[src/rtl/controller_sequencer.sv]
// SAP-1 controller/sequencer: one-hot T1..T6 ring plus combinational control-word decode.
// Optional feature macro: SHORT_CYCLE_EN (ring returns to T1 after an instruction's last active state).
module controller_sequencer #(
  parameter logic [3:0] OP_LDA = 4'h0,
  parameter logic [3:0] OP_ADD = 4'h1,
  parameter logic [3:0] OP_SUB = 4'h2,
  parameter logic [3:0] OP_OUT = 4'hE,
  parameter logic [3:0] OP_HLT = 4'hF
) (
  input  logic       Clock,
  input  logic       Clear,
  input  logic [3:0] opcode,
  output logic       pc_increment,
  output logic       pc_output,
  output logic       mar_load,
  output logic       ram_output,
  output logic       ir_load,
  output logic       ir_output,
  output logic       a_load,
  output logic       a_output,
  output logic       alu_subtract,
  output logic       alu_output,
  output logic       b_load,
  output logic       out_load,
  output logic       halted,
  output logic [5:0] t_state
);

  localparam logic [5:0] T1 = 6'b000001;
  localparam logic [5:0] T2 = 6'b000010;
  localparam logic [5:0] T3 = 6'b000100;
  localparam logic [5:0] T4 = 6'b001000;
  localparam logic [5:0] T5 = 6'b010000;
  localparam logic [5:0] T6 = 6'b100000;

  typedef struct packed {
    logic cp;
    logic ep;
    logic lm;
    logic ce;
    logic li;
    logic ei;
    logic la;
    logic ea;
    logic su;
    logic eu;
    logic lb;
    logic lo;
  } ctrl_t;

  logic [5:0] t_state_q, t_state_d;
  logic       halted_q, halted_d;
  logic       ring_ok;
  logic       last_state;
  logic       is_lda, is_add, is_sub, is_out, is_hlt, is_nop;
  ctrl_t      ctrl;

  assign is_lda = (opcode == OP_LDA);
  assign is_add = (opcode == OP_ADD);
  assign is_sub = (opcode == OP_SUB);
  assign is_out = (opcode == OP_OUT);
  assign is_hlt = (opcode == OP_HLT);
  assign is_nop = !(is_lda || is_add || is_sub || is_out || is_hlt);

  // Exactly one bit set: nonzero and no second bit.
  assign ring_ok = (t_state_q != 6'b0) && ((t_state_q & (t_state_q - 6'd1)) == 6'b0);

`ifdef SHORT_CYCLE_EN
  always_comb begin
    last_state = 1'b0;
    if (t_state_q == T6) last_state = 1'b1;
    else if (t_state_q == T5 && is_lda) last_state = 1'b1;
    else if (t_state_q == T4 && (is_out || is_nop)) last_state = 1'b1;
  end
`else
  assign last_state = (t_state_q == T6);
`endif

  always_comb begin
    t_state_d = t_state_q;
    halted_d  = halted_q;
    if (!ring_ok) begin
      t_state_d = T1;
    end else if (!halted_q) begin
      if (t_state_q == T4 && is_hlt) halted_d = 1'b1;
      else if (last_state)           t_state_d = T1;
      else                           t_state_d = {t_state_q[4:0], t_state_q[5]};
    end
  end

  always_ff @(posedge Clock) begin
    if (Clear) begin
      t_state_q <= T1;
      halted_q  <= 1'b0;
    end else begin
      t_state_q <= t_state_d;
      halted_q  <= halted_d;
    end
  end

  // Decode: non-one-hot ring values fall to the all-zero default.
  always_comb begin
    ctrl = '0;
    if (!halted_q) begin
      case (t_state_q)
        T1: begin ctrl.ep = 1'b1; ctrl.lm = 1'b1; end
        T2: ctrl.cp = 1'b1;
        T3: begin ctrl.ce = 1'b1; ctrl.li = 1'b1; end
        T4: begin
          if (is_lda || is_add || is_sub) begin
            ctrl.ei = 1'b1;
            ctrl.lm = 1'b1;
          end else if (is_out) begin
            ctrl.ea = 1'b1;
            ctrl.lo = 1'b1;
          end
        end
        T5: begin
          if (is_lda) begin
            ctrl.ce = 1'b1;
            ctrl.la = 1'b1;
          end else if (is_add || is_sub) begin
            ctrl.ce = 1'b1;
            ctrl.lb = 1'b1;
          end
        end
        T6: begin
          if (is_add || is_sub) begin
            ctrl.eu = 1'b1;
            ctrl.la = 1'b1;
            ctrl.su = is_sub;
          end
        end
        default: ctrl = '0;
      endcase
    end
  end

  assign pc_increment = ctrl.cp;
  assign pc_output    = ctrl.ep;
  assign mar_load     = ctrl.lm;
  assign ram_output   = ctrl.ce;
  assign ir_load      = ctrl.li;
  assign ir_output    = ctrl.ei;
  assign a_load       = ctrl.la;
  assign a_output     = ctrl.ea;
  assign alu_subtract = ctrl.su;
  assign alu_output   = ctrl.eu;
  assign b_load       = ctrl.lb;
  assign out_load     = ctrl.lo;
  assign halted       = halted_q;
  assign t_state      = t_state_q;

endmodule

[config.mk]
export PLATFORM = sky130hd
export DESIGN_NAME = controller_sequencer
export DESIGN_NICKNAME = d
export VERILOG_FILES = /design/src/rtl/controller_sequencer.sv
export SDC_FILE = /design/constraint.sdc
export NUM_CORES = 1
export LEC_CHECK = 0
export BUFFER_PORTS_ARGS = -buffer_cell sky130_fd_sc_hd__buf_4
export CORE_AREA = 5 5 42 44
export DETAILED_ROUTE_END_ITERATION = 6
export DIE_AREA = 0 0 47 49
export PLACE_DENSITY = 0.7
export SLEW_MARGIN = 20
export SYNTH_ARGS = -nofsm -noshare
export SYNTH_HDL_FRONTEND = slang
export SYNTH_SLANG_ARGS = --single-unit
[constraint.sdc]
create_clock -name Clock -period 2.31 [get_ports Clock]
set_input_delay 0 -clock Clock [delete_from_list [all_inputs] [get_ports Clock]]
set_output_delay 0 -clock Clock [all_outputs]
set_load 0.005 [all_outputs]
==> results of run 1 <==
==> power by group <==
| part | total [uW] | internal, uW | switching, uW |
|---|---|---|---|
| Combinational | 326 | 184 | 142 |
| Sequential | 191 | 147 | 44.0 |
| Clock | 114 | 66.1 | 47.8 |
| Total | 631 | 398 | 234 |
==> synthesized netlist by cell type (2+ instances only) <==
library cell | number | area share, %
nor2_1 | 11 | 7.7
dfxtp_1 | 7 | 26
a21oi_1 | 4 | 3.7
clkbuf_1 | 4 | 2.8
mux2i_1 | 4 | 7.4
nor3b_1 | 4 | 5.6
or3_1 | 4 | 4.6
nor2b_1 | 3 | 3.5
nor3_1 | 3 | 2.8
and2_1 | 2 | 2.3
nand2_1 | 2 | 1.4
nand2b_1 | 2 | 2.3
nand3_1 | 2 | 1.9
o21bai_1 | 2 | 2.8
==> worst min path at each step <==
stage,cells after the start,slack (ps),end
after floorplan,1,70,halted$_SDFFE_PP0P_
after global placement,2,170,halted$_SDFFE_PP0P_
after detailed placement,2,170,halted$_SDFFE_PP0P_
after CTS,3,110,halted$_SDFFE_PP0P_
after global routing,3,130,halted$_SDFFE_PP0P_
final,3,120,halted$_SDFFE_PP0P_
==> tightest hold or removal path, delay by kind of cell <==
family                 cells  cell delay [ps]
AND/OR/NAND/NOR            1              120
buffers and inverters      1              120
AO/OA/AOI/OAI              1               80
==> final cells by class <==
type                       count  area, um^2
clock buffer                   4        26.3
fill                         143         657
inverter                       1        3.75
multi-input combinational     56         357
sequential                     7         140
tap                           16        20.0
timing repair buffer          26         198
==> cells by family (layout without fill, tap and decap cells) <==
group / count (synthesis) / after routing / share of synthesized area, %
compound gates: 12 / 12 / 15.5
buf+inv: 8 / 31 / 7.89
mux: 4 / 4 / 7.42
flops: 7 / 7 / 26.0
simple gates: 40 / 40 / 43.2
==> per-layer routing <==
metal / vias to the layer above / global-route usage [%] / wire length, um
met4: 0 / 8.29 / 40
met5: - / 0 / 0
met3: 5 / 2.95 / 172
li1: 301 / - / -
met1: 264 / 18.5 / 660
met2: 26 / 19.5 / 605
==> registers in the layout (all words and copies together), names as in the netlist <==
name and flops:
halted 1, t_state 6
==> metrics by stage <==
step / setup WS, ps / cell area (um^2) / utilization, % / power (uW)
2_1_floorplan: 287 / 539 / - / 390
3_3_place_gp: 305 / 708 / 50.5 / 517
3_5_place_dp: 271 / 708 / 50.5 / 519
4_1_cts: 144 / 744 / 53.1 / 635
5_1_grt: 54.3 / 744 / 53.1 / 684
6_report: 143 / 744 / 53.1 / 631
==> flow_metrics.env, run 1 <==
export IMPL_drive_above_1_share_pct=34.0
export IMPL_viasPerCell=5.42
export IMPL_critPathMostFrequentCell="buf_4"
export IMPL_post_route_min_period_ps=2170
export IMPL_startpoint="t_state[0]$_SDFFE_PP1P_"
export IMPL_max_stage_delay_ps=520
export IMPL_firstDrtPassIters=4
export IMPL_rsz0062_at_grt="false"
export IMPL_crit_slowest_cell="or4_1"
export IMPL_synth_edff_count=0
export IMPL_reg2reg_depth=4
export IMPL_vdd_ir_drop_max_v=0.000495
export IMPL_syn_nets=77
export IMPL_crit_family="simple AND/OR/NAND/NOR gates"
export IMPL_r2r_start="t_state[1]$_SDFFE_PP0P_"
export IMPL_dr_first_iter_drc_count=15
export IMPL_ys_flop_type="dfxtp_1"
export IMPL_port_buffers=24
export IMPL_grt_total_usage_pct=13.8
export IMPL_worstHoldStart="opcode[3]"
export IMPL_worstSetupPathDepth=6
export IMPL_setup_violations_final=0
export IMPL_status="complete, no violations"
export IMPL_root_buffer="clkbuf_4"
export IMPL_r2r_end="t_state[0]$_SDFFE_PP1P_"
export IMPL_instances_no_fill=110
export IMPL_die_y_um=49
export IMPL_hpwl_um=1110
export IMPL_async_reset_ff_share_pct=0
export IMPL_synth_distinct_cells=31
export IMPL_nets=101
export IMPL_whs_ps=116
export IMPL_start_util_pct=38.5
export IMPL_ant_nets=0
export IMPL_clock_sinks=7
export IMPL_endpoint_kind="output pin"
export IMPL_fin_tns_setup_ps=0
export IMPL_core_mm2=0.00140
export IMPL_min_path_type="input port to register"
export IMPL_fin_crit_sh_pct=93.8
export IMPL_drv_slew=0
export IMPL_power_density_mw_per_mm2=848
export IMPL_gp_congestion=0.786
export IMPL_vias=596
export IMPL_wl_per_cell_um=13.4
export IMPL_max_cap_violations=0
export IMPL_cts_tree="built"
export IMPL_path_clk_slew_ps=50
export IMPL_ys_seq_elements=7
export IMPL_syn_area_um2=539
export IMPL_dp_cells=105
export IMPL_r2r_slack_ps=260
export IMPL_cp_data_required_time_ps=2310
export IMPL_area_growth_syn_to_layout_pct=38.1
export IMPL_layout_common_cells="buf_4 (25), nor2_1 (11), dfxtp_1 (7)"
export IMPL_antenna_found_initial=0
export IMPL_wirelength_um=1480
export IMPL_postCtsHoldBufs=1
export IMPL_finClkSkew_ps=1.86
export IMPL_clock_fmax_mhz=461
export IMPL_htreeDepth=1
export IMPL_drc_errors=0
export IMPL_mostFrequentLayoutCell="buf_4"
export IMPL_synth_avg_cell_area_um2=7.60
export IMPL_arrival_ps=2170
export IMPL_slew_limit_headroom_pct=68.2
export IMPL_fp_dieW_um=47
export IMPL_tightest_slew_ps=476
export IMPL_leakage_uw=0.000312
export IMPL_cts_made_buffers=3
export IMPL_dieArea_mm2=0.00230
export IMPL_synth_cells=71
export IMPL_ys_warn_count=0
export IMPL_overflow=0
export IMPL_n_antenna_cell=0
export IMPL_grt_pass1_vias=529
export IMPL_rows=14
export IMPL_criticalPathCategory="register to output pin"
export IMPL_crit_buf_inv=2
export IMPL_yosysSeqAreaShare_pct=26.0
export IMPL_path_cells="buf_4 > or4_1 > or3b_2 > o21bai_1 > a21oi_1 > buf_4"
export IMPL_start_kind="register"
export IMPL_critPathMaxFanout=10
export IMPL_grt_start_max_net_pins=13
export IMPL_io_pins=25
export IMPL_clk_path_buf_depth=2
export IMPL_hold_viol_final=0
export IMPL_clk_insertion_delay_late_ps=260
export IMPL_grt_pass1_wl_um=2350
export IMPL_crit_path_end="a_load"
export IMPL_cts_setup_buffers=0
export IMPL_cts_resized=0
Power figures use the tool's default switching activity.
==> run 2, diff against run 1 <==
--- a/config.mk
+++ b/config.mk
@@ -6,9 +6,9 @@
 export NUM_CORES = 1
 export LEC_CHECK = 0
 export BUFFER_PORTS_ARGS = -buffer_cell sky130_fd_sc_hd__buf_4
-export CORE_AREA = 5 5 42 44
+export CORE_AREA = 2 2 39 41
 export DETAILED_ROUTE_END_ITERATION = 6
-export DIE_AREA = 0 0 47 49
+export DIE_AREA = 0 0 41 43
 export PLACE_DENSITY = 0.7
 export SLEW_MARGIN = 20
 export SYNTH_ARGS = -nofsm -noshare
==> run 2 against run 1 <==
Flip-flop and latch count stayed put; count of clock-buffer cells in the layout unchanged; first-iteration DRC count is the same; sequential power about the same; highest routed layer unchanged.
==> flow_metrics.env, run 2 (synthesis results as in run 1) <==
export IMPL_cp_data_required_time_ps=2310
export IMPL_n_antenna_cell=0
export IMPL_clk_path_buf_depth=2
export IMPL_fin_tns_setup_ps=0
export IMPL_holdPathStages=3
export IMPL_leakage_uw=0.000313
export IMPL_r2r_end="t_state[0]$_SDFFE_PP1P_"
export IMPL_hold_viol_final=0
export IMPL_drive_above_1_share_pct=34.0
export IMPL_layout_common_cells="buf_4 (25), nor2_1 (11), dfxtp_1 (7)"
export IMPL_post_route_min_period_ps=2130
export IMPL_mostFrequentLayoutCell="buf_4"
export IMPL_path_clk_slew_ps=50
export IMPL_start_kind="register"
export IMPL_nets=101
export IMPL_gr_usage_met2_pct=26.3
export IMPL_io_pins=25
export IMPL_firstDrtPassIters=4
export IMPL_min_path_type="input port to register"
export IMPL_viasPerCell=5.48
export IMPL_r2r_start="t_state[1]$_SDFFE_PP0P_"
export IMPL_r2r_slack_ps=260
export IMPL_port_buffers=24
export IMPL_startpoint="t_state[1]$_SDFFE_PP0P_"
export IMPL_fin_crit_sh_pct=92.3
export IMPL_setup_violations_final=0
export IMPL_clock_sinks=7
export IMPL_gp_congestion=0.763
export IMPL_wl_per_cell_um=12.6
export IMPL_vias=603
export IMPL_largest_reg_flops=6
export IMPL_vdd_ir_drop_max_v=0.000457
export IMPL_critPathMaxFanout=10
export IMPL_clk_insertion_delay_late_ps=250
export IMPL_start_util_pct=39.0
export IMPL_worstHoldStart="opcode[3]"
export IMPL_slew_limit_headroom_pct=70.7
export IMPL_clock_fmax_mhz=469
export IMPL_drc_errors=0
export IMPL_grt_pass1_wl_um=2110
export IMPL_arrival_ps=2130
export IMPL_rsz0062_at_grt="false"
export IMPL_wirelength_um=1390
export IMPL_finClkSkew_ps=0.818
export IMPL_fp_dieW_um=41
export IMPL_area_growth_syn_to_layout_pct=38.5
export IMPL_max_cap_violations=0
export IMPL_power_density_mw_per_mm2=852
export IMPL_cts_setup_buffers=0
export IMPL_dieArea_mm2=0.00176
export IMPL_hpwl_um=1060
export IMPL_post_route_util_pct=54.0
export IMPL_root_buffer="clkbuf_4"
export IMPL_endpoint_kind="output pin"
export IMPL_grt_pass1_vias=506
export IMPL_overflow=0
export IMPL_rows=14
export IMPL_cts_tree="built"
export IMPL_gr_max_usage_layer="met2"
export IMPL_whs_endpoint="halted$_SDFFE_PP0P_"
export IMPL_die_y_um=43
export IMPL_cts_made_buffers=3
export IMPL_dr_first_iter_drc_count=15
export IMPL_drv_slew=0
export IMPL_grt_start_max_net_pins=13
export IMPL_tightest_slew_ps=439
export IMPL_status="complete, no violations"
export IMPL_criticalPathCategory="register to output pin"
export IMPL_htreeDepth=1
export IMPL_antenna_found_initial=0
export IMPL_ant_nets=0
export IMPL_reg2reg_depth=4
export IMPL_core_mm2=0.00138
export IMPL_gr_usage_met1_pct=22.1
export IMPL_grt_total_usage_pct=17.4
export IMPL_use_met3_pct=4.71
run 2: cell counts in the layout (fill, tap and decap cells not counted):
Identical to the previous run, type by type.
run 2: area by class of cell:
cell class	instances	area (um^2)
inverter	1	3.75
multi-input combinational	56	359
clock buffer	4	26.3
timing repair buffer	26	198
tap	16	20.0
sequential	7	140
fill	129	637
run 2: critical path: stages (launching register included):
cell and delay, ps:
dfxtp_1 380, or3_4 400, or4b_4 500, or3_1 320, a21oi_1 160, buf_4 130
run 2: worst max path at each step:
| stage | to | slack, ps | cells past startpoint |
|---|---|---|---|
| floorplan | t_state[0]$_SDFFE_PP1P_ | 290 | 5 |
| global placement | t_state[0]$_SDFFE_PP1P_ | 310 | 4 |
| detailed placement | t_state[0]$_SDFFE_PP1P_ | 250 | 4 |
| CTS | a_load | 90 | 6 |
| global route | out_load | 60 | 6 |
| finish | a_load | 180 | 5 |
run 2: power breakdown:
group          switching, uW  internal, uW  total [uW]  leakage, uW
logic                    149           185         334     0.000241
registers               45.6           148         193    0.0000571
clock network           42.9          65.8         109    0.0000150
total                    238           398         636     0.000313
run 2: per-stage QoR:
| step | hold WS (ps) | setup slack, ps | power, uW | area [um^2] | instances |
|---|---|---|---|---|---|
| after floorplan | 69.1 | 287 | 390 | 539 | 71 |
| after global placement | 179 | 307 | 516 | 708 | 105 |
| after detailed placement | 175 | 255 | 527 | 708 | 105 |
| after CTS | 89.2 | 88.5 | 642 | 744 | 110 |
| after global routing | 120 | 59.6 | 685 | 747 | 110 |
| final | 91.7 | 179 | 636 | 747 | 110 |
run 2: per-layer routing:
layer	wire length, um	vias up
met3	114	2
met2	646	24
met4	9	0
met1	617	272
li1	-	305
met5	0	-
run 2: timing repair:
item | 4_1_cts | 5_1_grt
setup endpoints to repair | 0 | 1
gates resized for setup | 0 | 1
hold buffers | 1 | 0
endpoints found under the hold margin | 1 | 0
